$ cat src/rtl/line_reader_pkg.sv
// Shared constants and FSM encoding for the ping-pong line buffer read side.
package line_reader_pkg;

  localparam int unsigned ADC_WIDTH  = 14;
  localparam int unsigned PIX_IN_ROW = 384;
  localparam int unsigned FRAME_ROWS = 288;
  localparam int unsigned BUF_ADDR_W = 10;

  typedef enum logic [1:0] {
    IDLE  = 2'd0,
    READ  = 2'd1,
    DRAIN = 2'd2
  } rd_state_e;

  // Counter width able to hold 0..n-1, never narrower than one bit.
  function automatic int unsigned cnt_w(input int unsigned n);
    return (n > 1) ? $clog2(n) : 1;
  endfunction

endpackage

$ cat src/rtl/line_reader_skid.sv
// Two-entry skid FIFO; the head register drives the stream directly so outputs stay registered.
module line_reader_skid #(
  parameter int unsigned W = 16
) (
  input  logic         CLK,
  input  logic         RESET_N,
  input  logic         push,
  input  logic [W-1:0] din,
  input  logic         ready,
  output logic         valid,
  output logic [W-1:0] dout,
  output logic [1:0]   count_c
);

  logic [W-1:0] head_q, head_d, tail_q, tail_d;
  logic         hv_q, hv_d, tv_q, tv_d;
  logic         pop_c;

  assign pop_c = hv_q && ready;

  always_comb begin
    head_d = head_q;
    tail_d = tail_q;
    hv_d   = hv_q;
    tv_d   = tv_q;
    if (pop_c) begin
      if (tv_q) begin
        head_d = tail_q;
        tv_d   = push;
        if (push) tail_d = din;
      end else begin
        hv_d = push;
        if (push) head_d = din;
      end
    end else if (push) begin
      if (!hv_q) begin
        hv_d   = 1'b1;
        head_d = din;
      end else begin
        tv_d   = 1'b1;
        tail_d = din;
      end
    end
  end

  always_ff @(posedge CLK or negedge RESET_N) begin
    if (!RESET_N) begin
      head_q <= '0;
      tail_q <= '0;
      hv_q   <= 1'b0;
      tv_q   <= 1'b0;
    end else begin
      head_q <= head_d;
      tail_q <= tail_d;
      hv_q   <= hv_d;
      tv_q   <= tv_d;
    end
  end

  assign valid   = hv_q;
  assign dout    = head_q;
  assign count_c = {1'b0, hv_q} + {1'b0, tv_q};

endmodule

$ cat src/rtl/line_reader.sv
// Read-side sequencer for the ping-pong ADC line buffer: bank swap, line read, SOF/EOL stream.
// Optional READER_TEST_PATTERN_EN adds TEST_MODE, replacing pixel data with {row, index}.
module line_reader
  import line_reader_pkg::*;
#(
  parameter int unsigned DATA_W       = ADC_WIDTH,
  parameter int unsigned PIX_PER_LINE = PIX_IN_ROW,
  parameter int unsigned ROWS         = FRAME_ROWS,
  parameter int unsigned ADDR_W       = BUF_ADDR_W
) (
  input  logic              CLK,
  input  logic              RESET_N,
  input  logic              FRAME_START,
  input  logic              LINE_READY,
  output logic              BUF_BANK,
  output logic              BUF_RD_EN,
  output logic [ADDR_W-1:0] BUF_RD_ADDR,
  input  logic [DATA_W-1:0] BUF_DATA,
  output logic [DATA_W-1:0] PIX_DATA,
  output logic              PIX_VALID,
  input  logic              PIX_READY,
  output logic              PIX_SOF,
  output logic              PIX_EOL,
  output logic              OVERRUN
`ifdef READER_TEST_PATTERN_EN
  ,
  input  logic              TEST_MODE
`endif
);

  localparam int unsigned ROW_W  = cnt_w(ROWS);
  localparam int unsigned IDX_W  = cnt_w(PIX_PER_LINE);
  localparam int unsigned SKID_W = DATA_W + 2;
  localparam logic [ADDR_W-1:0] LAST_ADDR = ADDR_W'(PIX_PER_LINE - 1);
  localparam logic [ROW_W-1:0]  LAST_ROW  = ROW_W'(ROWS - 1);

  rd_state_e         state_q, state_d;
  logic              bank_q, bank_d;
  logic [ADDR_W-1:0] addr_q, addr_d;
  logic [ROW_W-1:0]  row_q, row_d;
  logic              pend_q, pend_d;
  logic              overrun_q, overrun_d;

  // Tags travelling alongside the read that is one cycle in flight.
  logic              dv_q, sof_q, eol_q;
`ifdef READER_TEST_PATTERN_EN
  logic [IDX_W-1:0]  idx_q;
`endif

  logic              rd_en_c, pop_c, eol_xfer_c;
  logic [2:0]        occ_c;
  logic [1:0]        skid_count_c;
  logic [DATA_W-1:0] pix_in_c;
  logic [SKID_W-1:0] skid_out;

  assign pop_c      = PIX_VALID && PIX_READY;
  assign eol_xfer_c = pop_c && PIX_EOL;

  // Occupancy once this cycle's pop leaves; a new read is allowed only if it can never overflow.
  assign occ_c   = 3'(skid_count_c) + 3'(dv_q) - 3'(pop_c);
  assign rd_en_c = (state_q == READ) && (occ_c < 3'd2);

  always_comb begin
    state_d   = state_q;
    bank_d    = bank_q;
    addr_d    = addr_q;
    row_d     = row_q;
    pend_d    = pend_q;
    overrun_d = overrun_q;

    if (FRAME_START) overrun_d = 1'b0;
    if (LINE_READY && (state_q != IDLE)) overrun_d = 1'b1;

    case (state_q)
      IDLE: begin
        if (FRAME_START) begin
          row_d  = '0;
          pend_d = 1'b0;
        end
        if (LINE_READY) begin
          bank_d  = !bank_q;
          addr_d  = '0;
          state_d = READ;
        end
      end
      READ: begin
        if (rd_en_c) begin
          if (addr_q == LAST_ADDR) state_d = DRAIN;
          else                     addr_d  = addr_q + ADDR_W'(1);
        end
      end
      DRAIN: begin
        if (eol_xfer_c) state_d = IDLE;
      end
      default: state_d = IDLE;
    endcase

    // A mid-line frame start is deferred so the running line keeps its row tag.
    if ((state_q != IDLE) && FRAME_START) pend_d = 1'b1;
    if (eol_xfer_c) begin
      pend_d = 1'b0;
      if (FRAME_START || pend_q || (row_q == LAST_ROW)) row_d = '0;
      else                                              row_d = row_q + ROW_W'(1);
    end
  end

  always_ff @(posedge CLK or negedge RESET_N) begin
    if (!RESET_N) begin
      state_q   <= IDLE;
      bank_q    <= 1'b0;
      addr_q    <= '0;
      row_q     <= '0;
      pend_q    <= 1'b0;
      overrun_q <= 1'b0;
      dv_q      <= 1'b0;
      sof_q     <= 1'b0;
      eol_q     <= 1'b0;
    end else begin
      state_q   <= state_d;
      bank_q    <= bank_d;
      addr_q    <= addr_d;
      row_q     <= row_d;
      pend_q    <= pend_d;
      overrun_q <= overrun_d;
      dv_q      <= rd_en_c;
      if (rd_en_c) begin
        sof_q <= (addr_q == '0) && (row_q == '0);
        eol_q <= (addr_q == LAST_ADDR);
      end
    end
  end

`ifdef READER_TEST_PATTERN_EN
  always_ff @(posedge CLK or negedge RESET_N) begin
    if (!RESET_N)     idx_q <= '0;
    else if (rd_en_c) idx_q <= IDX_W'(addr_q);
  end

  assign pix_in_c = TEST_MODE ? DATA_W'({row_q, idx_q}) : BUF_DATA;
`else
  assign pix_in_c = BUF_DATA;
`endif

  line_reader_skid #(
    .W(SKID_W)
  ) u_skid (
    .CLK     (CLK),
    .RESET_N (RESET_N),
    .push    (dv_q),
    .din     ({sof_q, eol_q, pix_in_c}),
    .ready   (PIX_READY),
    .valid   (PIX_VALID),
    .dout    (skid_out),
    .count_c (skid_count_c)
  );

  assign {PIX_SOF, PIX_EOL, PIX_DATA} = skid_out;

  assign BUF_BANK    = bank_q;
  assign BUF_RD_EN   = rd_en_c;
  assign BUF_RD_ADDR = addr_q;
  assign OVERRUN     = overrun_q;

endmodule

$ cat config.mk
export PLATFORM = sky130hd
export DESIGN_NAME = line_reader
export DESIGN_NICKNAME = d
export VERILOG_FILES = /design/src/rtl/line_reader_pkg.sv /design/src/rtl/line_reader_skid.sv /design/src/rtl/line_reader.sv
export SDC_FILE = /design/constraint.sdc
export NUM_CORES = 1
export LEC_CHECK = 0
export BUFFER_PORTS_ARGS = -buffer_cell sky130_fd_sc_hd__buf_2
export CAP_MARGIN = 25
export CORE_AREA = 5 5 109 111
export CTS_BUF_LIST = sky130_fd_sc_hd__clkbuf_8 sky130_fd_sc_hd__clkbuf_16
export CTS_CLUSTER_DIAMETER = 200
export DETAILED_ROUTE_END_ITERATION = 8
export DIE_AREA = 0 0 114 116
export GPL_TIMING_DRIVEN = 1
export PLACE_DENSITY_LB_ADDON = 0.15
export RECOVER_POWER = 100
export SYNTH_ARGS = -nofsm -noshare
export SYNTH_HDL_FRONTEND = slang
export SYNTH_HIERARCHICAL = 1
export SYNTH_SLANG_ARGS = --single-unit
$ cat constraint.sdc
create_clock -name CLK -period 7.4 [get_ports CLK]
set_input_delay 1.11 -clock CLK [delete_from_list [all_inputs] [get_ports CLK]]
set_output_delay 1.11 -clock CLK [all_outputs]
set_load 0.05 [all_outputs]
==> flow_results.org <==
** Status
- The run finished, with violations left.
- Violations in the final reports :: capacitance limit, slew limit

** Clock tree
- Number of hold-repair buffers added at the cts stage :: 0
- Gates resized during post-CTS repair numbered 0.
- Clock latency on the worst-skew pair, taken at its later pin, is 0.34 ns.
- TritonCTS built the clock tree.
- Post-CTS timing repair inserted 0 buffers for setup.
- For this design, the sink count on the clock tree is 61.
- The clock passes through at most 2 buffers.
- H-Tree Depth :: 3
- Clock root buffer :: clkbuf_8
- Counting the buffers created by CTS gives 9.
- After clock tree synthesis, the clock-pin slew on the worst setup and hold paths is 0.07 ns.

** Synth
- Ranked by instance count, the synthesized netlist is headed by 61 x dfrtp_1, 27 x inv_1, 22 x nand2_1, 22 x nor2_1, 17 x o22ai_1.
- Average cell area after synthesis :: 10.68 sq um
- Yosys warning count :: 6
- Yosys attributes the largest share of cell area to dfrtp_1 49%, mux2_4 4.8%, a221oi_1 4.5%.
- Counting every instance in the synthesized netlist gives 293.
- Top_reg_cell synth :: dfrtp_1
- Seq/Total Area, Yosys :: 48.80%
- Of the post-synthesis cell area, the dominant cell type holds 48.80%.
- The netlist uses 59 different library cells.
- In this run, synthesis inferred 0 flip-flops with an integrated enable.
- Fraction of registers with async set or reset after synthesis :: 100.0%
- The synthesized design contains 61 register bits.
- The cell area that synthesis handed to floorplanning was 3128 sq um.
- Post-synthesis cell type with the largest combined area :: dfrtp_1
- By instance count, the leading cell after synthesis is dfrtp_1.
- Counting every net in the synthesized netlist gives 319.

** Route
- Iteration count of the initial detailed-routing pass :: 4
- Using the TritonRoute via totals, the vias-per-cell ratio works out to 5.035.
- Routed len/inst :: 15.71 um
- Number of DRC markers after the initial detailed-route iteration :: 96
- Routed Antenna Nets :: 0
- After detailed routing, the number of remaining DRC violations is 0.
- Count of vias placed by the detailed router :: 2462
- For this block, the routed nets add up to 7684 um of wire.

** Die
- The die is 116 um tall.
- Pin placement for this block handled 49 I/O pins.
- For this configuration, the core starts out at a cell density of 29.24%.
- Die X :: 114 um
- Placeable core region :: 10700 sq um
- Number of rows created at floorplan :: 38
- Die outline area :: 13220 sq um

** Critical path
- The worst setup path is captured at a primary output.
- Data arrives at the worst endpoint at 4.10 ns.
- For the worst setup path, the data required time is 6.29 ns.
- Critical register-to-register path startpoint :: u_skid/valid
- The number of cells on the worst reg-to-reg path is 9.
- Reg-to-reg critical path endpoint :: BUF_RD_ADDR[3]
- The critical path in this run is classified as input pin to primary output.
- Critical path launch point type :: input pin
- Worst R2R Setup Slack :: 3.81 ns
- The critical path ends at BUF_RD_EN.
- The most critical setup path has its startpoint at PIX_READY.
- Largest fanout on the critical path :: 22

** Layout
- Number of nets in the layout :: 370
- P&R area growth vs syn :: 14.16%
- In the final layout, the share of cells above drive strength 1 is 13.47%.
- The filler cells instantiated in the layout total 1153.
- Summing all flip-flop and latch instances after layout gives 1526 sq um.
- 0 antenna diodes ended up in the layout.
- Summing all multi-input logic gate instances after layout gives 1330 sq um.

** Power and ir drop
- Ratio of total power to cell area :: 473.8 nW/um^2
- Max IR drop VDD :: 0.2678 mV
- Total internal power :: 874.1 uW
- Power share of the sequential group :: 33.4%
- For this design the static power due to leakage is 1.569 nW.
- Part of the power in combinational logic :: 47.0%
- Net switching is 48.34% of the power.
- Of the total power, the clock network draws 19.6%.
- Switching power total :: 817.8 uW

** Timing
- After layout, the minimum clock period comes to 5.208 ns.
- Final total negative setup slack :: 0 ns
- Measured against its own limit, the worst slew margin works out to -125.0%.
- Final hold slack :: 0.4815 ns
- Setup repair after global routing left no endpoint under its margin.
- Between clock sinks in the finished design, the worst skew comes to 0.01170 ns.
- Highest clock rate :: 0.1920 GHz
- Period Utilization, post-route :: 70.37%
- Count of pins over their slew limit :: 62
- The count of final hold-check violations is 0.
- At the pin with the least slew margin, the transition time is 3.375 ns.
- Count of final setup violators :: 0

** Placement
- Sum of net half-perimeters after detailed placement :: 5148 um
- Routability-driven placement finished with a final weighted congestion of 0.8034.
- IO buf count :: 48

** GRT
- The number of global-route vias before repair is 2519.
- The number of antenna violations at the first check in global routing is 0.
- Entering global routing, the biggest net connects 62 pins.
- Summed over all layers, the global routing overflow is 0.
- First-pass GRT wire length :: 12930 um
- Gr usage total :: 12.35%

** Min path
- Min-Delay Path Class :: flip-flop to flip-flop

** Job
- Max-capacitance violation count :: 1
## per-layer routing
layer	routed length, um	GRT usage (%)	part of all wire, %	vias up
li1	-	-	-	1178
met5	0	0	0	-
met1	3629	16.49	47	1201
met2	3532	19.28	46	76
met3	465	4.282	6.1	7
met4	57	3.088	0.74	0
## worst max-delay path, cell delays in order
cell      delay [ns]
clkbuf_1        0.78
and2_0          0.24
ha_1            0.23
nor2b_1         0.14
fa_1            0.44
nand3b_1        0.33
inv_1           0.32
clkbuf_1        0.51
## power by group through the flow
stage / combinational [mW] / clock [mW] / sequential (mW)
after floorplan: 0.502 / 0 / 0.749
after global placement: 0.867 / 0 / 0.575
after detailed placement: 0.880 / 0 / 0.576
after CTS: 0.884 / 0.346 / 0.569
after global routing: 0.870 / 0.362 / 0.588
final: 0.795 / 0.332 / 0.565
## registers in the layout, summed over array words and instances (netlist names)
name,cells
u_skid/tail_q,16
sof_q,1
state_q,2
eol_q,1
row_q,9
u_skid/valid,1
dv_q,1
u_skid/tv_q,1
OVERRUN,1
BUF_BANK,1
pend_q,1
u_skid/dout,16
BUF_RD_ADDR,10
## stage by stage
stage	instances	setup WS (ns)	utilization (%)	instance area, sq um	power [mW]
floorplan	293	3.721	-	3128	1.251
global placement	473	3.083	32.50	3477	1.442
detailed placement	473	3.056	32.50	3477	1.456
CTS	489	2.996	34.58	3700	1.800
global route	489	1.926	33.38	3571	1.820
finish	489	2.192	33.38	3571	1.692
## logic make-up (layout without fill, tap and decap cells)
logic type,after synthesis,in the layout,synth area share (%)
adder cells (fa/ha/maj),7,7,3.040
buffers and inverters,38,94,5.960
AND/OR/NAND/NOR,87,87,15.60
multiplexers,17,17,7.280
AO/OA/AOI/OAI,79,79,18.20
flip-flops,61,61,48.80
XOR/XNOR,4,4,1.120
## worst min path at each step
stage	from	endpoint	slack, ns	depth (start not counted)
2_1_floorplan	sof_q	sof_q	0.46	2
3_3_place_gp	BUF_BANK	BUF_BANK	0.46	1
3_5_place_dp	BUF_BANK	BUF_BANK	0.47	1
4_1_cts	BUF_BANK	BUF_BANK	0.49	1
5_1_grt	u_skid/tail_q[15]	u_skid/tail_q[15]	0.51	1
6_report	BUF_BANK	BUF_BANK	0.48	1
## layout make-up
type | instances | share of cell area [%]
clock buffers | 9 | 3.469
clock inverters | 7 | 2.768
inverters | 28 | 2.943
multi-input cells | 194 | 37.25
flip-flops and latches | 61 | 42.75
well taps | 140 | 4.905
repair buffers | 50 | 5.922
## cell usage in the layout, fill, tap and decap left out, types with 13 or more instances in the layout
| cell | n |
|---|---|
| a221oi_1 | 16 |
| inv_1 | 28 |
| o22ai_1 | 17 |
| nor2_1 | 22 |
| dfrtp_1 | 61 |
| clkbuf_1 | 33 |
| o21ai_0 | 13 |
| nand2_1 | 22 |
| buf_2 | 16 |
Power figures use the tool's default switching activity.
